[src/rtl/coin_acceptor.sv]
// rtl/coin_acceptor.sv - two-channel debounced coin acceptor with inhibit-driven reject path
// Optional accepted-coin counters are compiled in when COIN_STATS_EN is defined.
module coin_acceptor #(
    parameter int DEB_CYCLES = 4
) (
    input  logic       clk,
    input  logic       rst,
    input  logic       coin05_raw,
    input  logic       coin10_raw,
    input  logic       inhibit,
    output logic [1:0] coins,
    output logic [1:0] reject,
    output logic [7:0] cnt05,
    output logic [7:0] cnt10
);

    // Channel index 0 is the 0.5 coin, index 1 the 1.0 coin, so a one-hot
    // issue vector doubles as the output coin code.
    localparam logic [7:0] DEB_LAST = 8'(DEB_CYCLES - 1);

    logic [1:0] raw;
    logic [1:0] sync1;
    logic [1:0] sync2;
    logic [1:0] stable;
    logic [1:0] settle;
    logic [1:0] rise;
    logic [1:0] pend;
    logic [1:0] issue;
    logic [7:0] deb_cnt [2];

    assign raw = {coin10_raw, coin05_raw};

    always_ff @(posedge clk) begin
        if (rst) begin
            sync1 <= '0;
            sync2 <= '0;
        end else begin
            sync1 <= raw;
            sync2 <= sync1;
        end
    end

    // settle: the differing level has now held for DEB_CYCLES cycles
    always_comb begin
        settle = '0;
        rise   = '0;
        for (int c = 0; c < 2; c++) begin
            settle[c] = (sync2[c] != stable[c]) && (deb_cnt[c] == DEB_LAST);
            rise[c]   = settle[c] && sync2[c];
        end
    end

    always_ff @(posedge clk) begin
        for (int c = 0; c < 2; c++) begin
            if (rst) begin
                stable[c]  <= 1'b0;
                deb_cnt[c] <= '0;
            end else if (sync2[c] == stable[c]) begin
                deb_cnt[c] <= '0;
            end else if (settle[c]) begin
                stable[c]  <= sync2[c];
                deb_cnt[c] <= '0;
            end else begin
                deb_cnt[c] <= deb_cnt[c] + 8'd1;
            end
        end
    end

    // 1.0 coin wins; the 0.5 coin stays pending for the next cycle.
    always_comb begin
        issue = 2'b00;
        if (pend[1]) begin
            issue = 2'b10;
        end else if (pend[0]) begin
            issue = 2'b01;
        end
    end

    always_ff @(posedge clk) begin
        if (rst) begin
            pend   <= '0;
            coins  <= 2'b00;
            reject <= 2'b00;
        end else begin
            pend   <= (pend & ~issue) | rise;
            coins  <= inhibit ? 2'b00 : issue;
            reject <= inhibit ? issue : 2'b00;
        end
    end

`ifdef COIN_STATS_EN
    logic [7:0] cnt05_q;
    logic [7:0] cnt10_q;

    always_ff @(posedge clk) begin
        if (rst) begin
            cnt05_q <= '0;
            cnt10_q <= '0;
        end else begin
            if (!inhibit && issue[0] && (cnt05_q != 8'hFF)) begin
                cnt05_q <= cnt05_q + 8'd1;
            end
            if (!inhibit && issue[1] && (cnt10_q != 8'hFF)) begin
                cnt10_q <= cnt10_q + 8'd1;
            end
        end
    end

    assign cnt05 = cnt05_q;
    assign cnt10 = cnt10_q;
`else
    assign cnt05 = '0;
    assign cnt10 = '0;
`endif

endmodule

[config.mk]
export PLATFORM = sky130hd
export DESIGN_NAME = coin_acceptor
export DESIGN_NICKNAME = d
export VERILOG_FILES = /design/src/rtl/coin_acceptor.sv
export SDC_FILE = /design/constraint.sdc
export NUM_CORES = 1
export LEC_CHECK = 0
export ABC_CLOCK_PERIOD_IN_PS = 4800
export CAP_MARGIN = 20
export CORE_MARGIN = 2
export CORE_UTILIZATION = 25
export DETAILED_ROUTE_END_ITERATION = 8
export DONT_BUFFER_PORTS = 1
export HOLD_SLACK_MARGIN = 0.03
export PLACE_DENSITY = 0.36
export SYNTH_ARGS = -nofsm -noshare
export SYNTH_HDL_FRONTEND = slang
export SYNTH_SLANG_ARGS = --single-unit
[constraint.sdc]
create_clock -name clk -period 4.8 [get_ports clk]
set_input_delay 1.2 -clock clk [delete_from_list [all_inputs] [get_ports clk]]
set_output_delay 1.2 -clock clk [all_outputs]
set_load 0.02 [all_outputs]
==> impl_metrics.json, run 1 <==
{
  "final_core_util_pct": 28.7,
  "synthesis.area_mm2": 0.00135,
  "status": "finished, final reports clean",
  "numCtsBuffers": 3,
  "hold_violations": 0,
  "start_util_pct": 26.1,
  "grt_max_degree": 16,
  "post-cts-setup-buffers": 0,
  "yosysTopAreaCellShare_pct": 35.6,
  "max-clock-path-buffers": 2,
  "worstPathArrival_ps": 720,
  "pwr_density_cell_mw_per_mm2": 299,
  "diodes": 0,
  "area_grow_syn2layout_pct": 9.72,
  "cp_data_required_time_ps": 3600,
  "yosysWarnings": 0,
  "syn-mean-instance-area_um2": 10.6,
  "period_needed_ps": 1920,
  "netlist_instances": 127,
  "post-place-ws_ps": 2940,
  "grt-ovfl-total": 0,
  "ir_drop_mv": 0.0932,
  "pin_count": 25,
  "register_clock_pin_slew_on_the_reported_worst_setup_and_hold_paths_ps": 100,
  "cell_chosen_for_the_clock_root": "clkbuf_8",
  "layout-drive-gt1-share_pct": 6.94,
  "postCtsHoldBufs": 0,
  "grt_usage_pct": 7.75,
  "launch_point_of_the_worst_path": "coins[1]$_SDFF_PP0_",
  "synthFlopType": "edfxtp_1",
  "initial_detailed_routing_violation_count": 36,
  "dp_hpwl_um": 1560,
  "grt_pass1_wl_um": 3710,
  "crit-reg2reg-launch": "deb_cnt[0][0]$_SDFFCE_PN0P_",
  "placed_cell_area_mm2": 0.00143,
  "synth_cell_type_count": 33,
  "num_vias": 872,
  "timing.final.setup_violations": 0,
  "slew-limit-headroom_pct": 55.5,
  "synth-seq-cells": 28,
  "worstHoldPathType": "flop to flop",
  "clock_tree_from_tritoncts": "done",
  "drt_wl_total_um": 2150,
  "synth-seq-area-share_pct": 53.3,
  "worst_skew_pair.late_latency_ps": 270,
  "rows": 26,
  "finalMaxSlewViolations": 0,
  "post_synth_main_area_contributors": "edfxtp_1 (36%), dfxtp_1 (18%), buf_4 (8.9%), a21oi_1 (3.3%), xor2_1 (3.2%)",
  "detail_route.wl_per_cell_um": 10.0,
  "start_kind": "flop",
  "worst-slew-pin-transition_ps": 657,
  "final_min_period_over_clock_period_pct": 40.0,
  "clock_skew_ps": 4.16,
  "ys_async_sr_fraction_pct": 0,
  "drt_pass1_iterations": 4,
  "fmax_mhz": 521,
  "max-cap-violations": 0,
  "setup_ws_ps": 2880,
  "layout.nets": 152,
  "yosys-top-cells-count": "buf_4 (16), edfxtp_1 (16), dfxtp_1 (12)",
  "final_antenna_net_count": 0,
  "detail_route.drc_violations": 0,
  "fp.dieW_um": 77.5,
  "core_mm2": 0.00517,
  "crit_path_max_fanout": 1,
  "antenna_found_initial": 0,
  "numPortBuffers": 0,
  "die_y_um": 77.5,
  "die_area_mm2": 0.00601,
  "cts_resized": 0,
  "grt_setup_unrepaired": "no",
  "crit_type": "flop to output pin",
  "worstSetupEndpointType": "output pin",
  "synth_edf_count": 16,
  "htreeDepth": 1,
  "routability_congestion_estimate": 0.698,
  "p_leak_uw": 0.000539,
  "finish.instance_area_mm2": 0.00148,
  "first_global_vias": 817,
  "totalNegativeSetupSlack_ps": 0,
  "holdCritStartpoint": "sync1[0]$_SDFF_PP0_",
  "route.detailed.vias_per_inst": 4.07,
  "cts.sink_count": 28,
  "synth_top_cell_by_area": "edfxtp_1"
}
-- cells by family after synthesis --
family | count (synthesis) | synth area share (%)
AND/OR/NAND/NOR | 46 | 19.2
flip-flops | 28 | 53.3
other | 2 | 0.556
XOR/XNOR | 7 | 4.54
adder cells (fa/ha/maj) | 2 | 1.85
buffers and inverters | 21 | 10.3
AO/OA/AOI/OAI | 21 | 10.3
-- area by class of cell --
type / count / area, um^2
inverter: 4 / 15.0
clock buffer: 4 / 55.1
tap: 70 / 87.6
fill: 541 / 3690
sequential: 28 / 721
multi-input combinational: 108 / 604
-- per-stage QoR --
step / hold slack [ps] / instances / power, uW
6_report: 444 / 214 / 443
5_1_grt: 461 / 214 / 464
4_1_cts: 448 / 214 / 452
3_5_place_dp: 425 / 210 / 301
3_3_place_gp: 426 / 210 / 301
2_1_floorplan: 414 / 157 / 307
-- registers in the layout, summed over array words and instances (netlist names) --
| signal | count |
|---|---|
| reject | 2 |
| deb_cnt | 16 |
| coins | 2 |
| pend | 2 |
| sync2 | 2 |
| stable | 2 |
| sync1 | 2 |
-- layer usage --
layer  vias to the layer above  routed length (um)  global-route usage [%]
li1                        440                   -                       -
met1                       402                1120                    9.98
met2                        28                 875                    11.9
met3                         2                 143                    2.56
met4                         0                  16                    3.21
met5                         -                   0                       0
-- power by group --
group	internal, uW	leakage [uW]	switching (uW)
registers	261	0.000263	7.42
logic	6.57	0.000248	21.1
clock network	73.4	0.0000288	73.8
total	341	0.000539	102
-- worst paths after layout --
| path | endpoint | slack (ps) | cells after the start |
|---|---|---|---|
| min | sync2[0]$_SDFF_PP0_ | 440 | 1 |
| max | coins[1] | 2880 | 0 |
| min reg2reg | sync2[0]$_SDFF_PP0_ | 440 | 1 |
| max reg2reg | deb_cnt[0][3]$_SDFFCE_PN0P_ | 2980 | 4 |
-- placed cells by master (no fill, tap or decap), types with 4 or more instances in the layout --
master / instances
dfxtp_1: 12
clkbuf_8: 4
nand2_1: 7
nor2b_1: 4
o21ai_0: 6
inv_1: 4
conb_1: 32
or3_1: 6
a21oi_1: 9
edfxtp_1: 16
xor2_1: 5
nor2_1: 9
nand3_1: 7
Note: power is estimated with default switching activity, not from simulation.
==> inputs of run 2 (changes only) <==
--- a/config.mk
+++ b/config.mk
@@ -5,14 +5,14 @@
 export SDC_FILE = /design/constraint.sdc
 export NUM_CORES = 1
 export LEC_CHECK = 0
-export ABC_CLOCK_PERIOD_IN_PS = 4800
+export ABC_CLOCK_PERIOD_IN_PS = 1500
 export CAP_MARGIN = 20
 export CORE_MARGIN = 2
 export CORE_UTILIZATION = 25
 export DETAILED_ROUTE_END_ITERATION = 8
 export DONT_BUFFER_PORTS = 1
 export HOLD_SLACK_MARGIN = 0.03
-export PLACE_DENSITY = 0.36
+export PLACE_DENSITY = 0.38
 export SYNTH_ARGS = -nofsm -noshare
 export SYNTH_HDL_FRONTEND = slang
 export SYNTH_SLANG_ARGS = --single-unit
==> constraint.sdc (replaced) <==
create_clock -name clk -period 1.5 [get_ports clk]
set_input_delay 0.375 -clock clk [delete_from_list [all_inputs] [get_ports clk]]
set_output_delay 0.375 -clock clk [all_outputs]
set_load 0.02 [all_outputs]
==> run 2 against run 1 <==
The flow now finishes with violations (setup timing). Sequential share of layout area is 5.8 points lower. Utilization is 3.9 points higher. First-iteration DRC count is 50% lower. Critical path depth grew 3. Sequential power rose to 3.2 times the previous value. Critical path type is now flop to flop.
==> impl_metrics.json, run 2 (synthesis results as in run 1) <==
{
  "mostFrequentLayoutCells": "conb_1 (32), buf_4 (18), edfxtp_1 (16)",
  "detail_route.drc_violations": 0,
  "p_leak_uw": 0.000626,
  "reg2reg_slack_ps": -110,
  "clock_tree_from_tritoncts": "done",
  "area_grow_syn2layout_pct": 24.5,
  "layout.cells.most_common": "conb_1",
  "grt-ovfl-total": 0,
  "top_layer": "met4",
  "cp_data_required_time_ps": 1530,
  "max-cap-violations": 0,
  "met2_wirelength_um": 996,
  "start_util_pct": 26.1,
  "numCtsBuffers": 3,
  "met1Wirelength_um": 1200,
  "regMostFlops": "deb_cnt",
  "status": "complete, but fails checks",
  "largest_register_ffs": 16,
  "worstPathArrival_ps": 1640,
  "fp.dieW_um": 77.5,
  "dp_hpwl_um": 1730,
  "die_y_um": 77.5,
  "final_core_util_pct": 32.5,
  "clock_skew_ps": 3.16,
  "finish.instance_area_mm2": 0.00168,
  "failed_checks": "setup timing",
  "fmax_mhz": 620,
  "die_area_mm2": 0.00601,
  "start_kind": "flop",
  "worstHoldPathType": "input pin to flop",
  "layout.nets": 170,
  "register_clock_pin_slew_on_the_reported_worst_setup_and_hold_paths_ps": 100,
  "initial_detailed_routing_violation_count": 18,
  "pwr_density_cell_mw_per_mm2": 835,
  "met3RoutedLength_um": 108,
  "placed_cell_area_mm2": 0.00157,
  "max-clock-path-buffers": 2,
  "grt_pass1_wl_um": 4020,
  "setup_ws_ps": -112,
  "diodes": 0,
  "rows": 26,
  "cell_chosen_for_the_clock_root": "clkbuf_8",
  "drt_pass1_iterations": 4,
  "grt_setup_unrepaired": "yes",
  "worst_skew_pair.late_latency_ps": 270,
  "core_mm2": 0.00517,
  "layout-drive-gt1-share_pct": 21.0,
  "drt_wl_total_um": 2350,
  "cts.sink_count": 28,
  "hold_violations": 0,
  "grt_max_degree": 16,
  "finalMaxSlewViolations": 0,
  "worstSetupEndpointType": "flop",
  "final_antenna_net_count": 0,
  "antenna_found_initial": 0,
  "post-place-ws_ps": -76.0,
  "routability_congestion_estimate": 0.821,
  "num_vias": 956,
  "crit_path_max_fanout": 3,
  "timing.final.setup_violations": 8,
  "crit_type": "flop to flop",
  "grt_usage_pct": 8.26,
  "numPortBuffers": 0,
  "pin_count": 25,
  "detail_route.wl_per_cell_um": 10.1,
  "final_min_period_over_clock_period_pct": 107,
  "power_uw": 1400,
  "htreeDepth": 1,
  "first_global_vias": 876,
  "route.detailed.vias_per_inst": 4.12,
  "ir_drop_mv": 0.382,
  "period_needed_ps": 1610
}
## run 2: changes by cell type in the layout (fill, tap and decap cells not counted), moves of 2 or more
| cell | delta |
|---|---|
| buf_4 | +18 |
| a21oi_1 | -3 |
| a21oi_2 | +3 |
| ha_1 | -2 |
| ha_2 | +2 |
## run 2: worst paths after layout
path	startpoint	endpoint	cells past startpoint
worst max-delay path	deb_cnt[1][5]$_SDFFCE_PN0P_	deb_cnt[1][2]$_SDFFCE_PN0P_	3
worst min-delay path	rst	sync1[1]$_SDFF_PP0_	1
worst max register to register	deb_cnt[1][5]$_SDFFCE_PN0P_	deb_cnt[1][2]$_SDFFCE_PN0P_	3
worst min register to register	sync1[0]$_SDFF_PP0_	sync2[0]$_SDFF_PP0_	1
## run 2: what timing repair did
item                                   CTS  global route
endpoints found under the hold margin    0             0
setup endpoints to repair                7            16
setup buffers                            0             0
hold buffers                             0             0
resized for setup                        3             7
pin swaps                                1             3
## run 2: cell type report
class / instances / area, um^2
Clock buffer: 3 / 41.3
Clock inverter: 1 / 3.75
Fill cell: 551 / 3490
Inverter: 4 / 15.0
Multi-Input combinational cell: 108 / 679
Sequential cell: 28 / 721
Tap cell: 70 / 87.6
Timing Repair Buffer: 18 / 135
## run 2: per-stage QoR
stage / hold slack (ps) / std cells / setup TNS (ps)
finish: 156 / 232 / -572
detailed placement: 425 / 228 / -408
global route: 141 / 232 / -966
global placement: 425 / 228 / -206
floorplan: 414 / 157 / -256
CTS: 151 / 232 / -397
## run 2: report_power, final
| part | total, uW | internal (uW) | switching (uW) |
|---|---|---|---|
| logic | 135 | 46.6 | 88.2 |
| clock network | 419 | 184 | 235 |
| registers | 851 | 834 | 16.7 |
| total | 1400 | 1060 | 340 |
## run 2: critical path, cell delays in order (launching register included)
cell and delay, ps:
edfxtp_1 420, or4_4 600, o311ai_4 270, a21oi_2 80
## run 2: layer usage
layer,global-route usage (%),vias up
li1,-,479
met4,3.21,0
met3,1.51,7
met1,11.4,438
met5,0,-
met2,12.9,32
==> inputs of run 3 (changes only) <==
--- a/config.mk
+++ b/config.mk
@@ -12,7 +12,8 @@
 export DETAILED_ROUTE_END_ITERATION = 8
 export DONT_BUFFER_PORTS = 1
 export HOLD_SLACK_MARGIN = 0.03
-export PLACE_DENSITY = 0.38
+export PLACE_DENSITY = 0.51
 export SYNTH_ARGS = -nofsm -noshare
 export SYNTH_HDL_FRONTEND = slang
 export SYNTH_SLANG_ARGS = --single-unit
+export TNS_END_PERCENT = 30
==> run 3 against run 2 <==
The run still ends with setup timing left. Critical endpoint unchanged. Routed wire length shrank 5.7%. Highest routed layer is now met3. Hold slack gained 4.0 ps. Count of clock-buffer cells in the layout grew 1. Fmax grew 2.9%. Sequential power is essentially flat. Final area shrank 1.6%. Register-to-register slack gained 50 ps. Clock skew shrank 1.3 ps. Largest cell class unchanged. Largest power group unchanged. Combinational power shrank 5%. Critical path type unchanged.
==> impl_metrics.json, run 3 (synthesis results as in run 1) <==
{
  "ir_drop_mv": 0.375,
  "cell_chosen_for_the_clock_root": "clkbuf_8",
  "cpMaxStageDelayCell": "or4_4",
  "timing.final.setup_violations": 7,
  "fp.dieW_um": 77.5,
  "register_clock_pin_slew_on_the_reported_worst_setup_and_hold_paths_ps": 90,
  "clock_skew_ps": 1.87,
  "worst_skew_pair.late_latency_ps": 270,
  "grt_setup_unrepaired": "yes",
  "postCtsHoldBufs": 0,
  "period_needed_ps": 1570,
  "numCtsBuffers": 3,
  "clock_tree_from_tritoncts": "done",
  "largest_register_ffs": 16,
  "start_util_pct": 26.1,
  "grt-ovfl-total": 0,
  "power.share.clock_pct": 32.0,
  "max-clock-path-buffers": 2,
  "fmax_mhz": 639,
  "drt_pass1_iterations": 4,
  "failed_checks": "setup timing",
  "max-cap-violations": 0,
  "crit_path_max_fanout": 3,
  "multiInputGateArea_um2": 651,
  "area_grow_syn2layout_pct": 22.6,
  "rows": 26,
  "detail_route.wl_per_cell_um": 9.58,
  "status": "complete, but fails checks",
  "layout.nets": 169,
  "final_core_util_pct": 32.0,
  "final_min_period_over_clock_period_pct": 104,
  "worstPathArrival_ps": 1600,
  "finalMaxSlewViolations": 0,
  "worstSetupEndpointType": "flop",
  "grt_pass1_wl_um": 3770,
  "combinationalPowerShare_pct": 8.9,
  "register_area_um2": 721,
  "core_mm2": 0.00517,
  "p_leak_uw": 0.000627,
  "first_global_vias": 851,
  "die_area_mm2": 0.00601,
  "crit_type": "flop to flop",
  "finalHoldWorstSlack_ps": 160,
  "sw_frac_of_total_pct": 22.8,
  "fill_cells": 536,
  "worstHoldPathType": "input pin to flop",
  "peak_per_stage_delay_on_the_critical_path_ps": 590,
  "crit_chain": "or4_4 > o311ai_4 > a21oi_2",
  "grt_max_degree": 16,
  "htreeDepth": 1,
  "diodes": 0,
  "num_vias": 914,
  "dp_hpwl_um": 1730,
  "grt_usage_pct": 7.84,
  "hold_violations": 0,
  "drt_wl_total_um": 2210,
  "pwr_density_cell_mw_per_mm2": 870,
  "antenna_found_initial": 0,
  "layout-drive-gt1-share_pct": 19.3,
  "seqPwrFrac_pct": 59.1,
  "route.detailed.vias_per_inst": 3.96,
  "regMostFlops": "deb_cnt",
  "mostFrequentLayoutCells": "conb_1 (32), buf_4 (17), edfxtp_1 (16)",
  "start_kind": "flop",
  "routability_congestion_estimate": 0.711,
  "detail_route.drc_violations": 0,
  "p_int_uw": 1110,
  "numPortBuffers": 0,
  "cts.sink_count": 28,
  "die_y_um": 77.5,
  "initial_detailed_routing_violation_count": 70,
  "final_antenna_net_count": 0,
  "layout.cells.most_common": "conb_1",
  "power.net_switching_uw": 328,
  "setup_ws_ps": -66.0,
  "cp_data_required_time_ps": 1530,
  "pin_count": 25
}
[run 3: cell types whose count changed in the layout (fill, tap and decap cells not counted), sizes merged]
| cell | previous run | this run |
|---|---|---|
| buf | 18 | 17 |
| clkbuf | 3 | 4 |
| clkinv | 1 | 0 |
[run 3: worst paths after layout]
kind / cells past startpoint / to / from / slack [ps]
max: 3 / deb_cnt[1][2]$_SDFFCE_PN0P_ / deb_cnt[1][4]$_SDFFCE_PN0P_ / -70
min: 1 / pend[0]$_SDFF_PP0_ / rst / 160
max reg2reg: 3 / deb_cnt[1][2]$_SDFFCE_PN0P_ / deb_cnt[1][4]$_SDFFCE_PN0P_ / -70
min reg2reg: 1 / sync2[0]$_SDFF_PP0_ / sync1[0]$_SDFF_PP0_ / 440
[run 3: through the flow]
step	power, uW	std cells	cell area (um^2)	worst slack, ps	TNS [ps]
after detailed placement	986	225	1550	-79.6	-443
final	1440	231	1660	-66.0	-322
after CTS	1460	230	1630	-71.4	-332
after global placement	985	225	1550	-50.7	-193
after global routing	1510	231	1660	-130	-889
after floorplan	985	157	1480	-61.0	-256
[run 3: cell type report]
cell class	instances	area share, %
clock buffers	4	3.32
well taps	70	5.29
inverters	4	0.906
multi-input cells	108	39.3
flip-flops and latches	28	43.5
repair buffers	17	7.70
[run 3: timing repair]
action,4_1_cts,5_1_grt
setup buffers,1,1
pin swaps,2,1
endpoints found under the setup margin,7,15
resized for setup,2,3
[run 3: worst max-delay path, delay by kind of cell, from the launching register on]
kind	cells	cell delay (ps)
and+or+nand+nor	1	590
AOI/OAI and AO/OA	2	340
DFF	1	390
[run 3: metal layers]
metal | vias to the layer above | part of all wire [%] | global-route usage [%]
met2 | 26 | 42 | 12.5
met5 | - | 0 | 0
li1 | 476 | - | -
met4 | 0 | 0 | 3.21
met1 | 412 | 52 | 9.80
met3 | 0 | 5.0 | 2.44
[run 3: power groups by stage]
stage | combinational [uW] | clock (uW) | sequential, uW
after floorplan | 116 | 0 | 869
after global placement | 117 | 0 | 868
after detailed placement | 117 | 0 | 869
after CTS | 124 | 486 | 851
after global routing | 143 | 512 | 856
final | 128 | 461 | 852
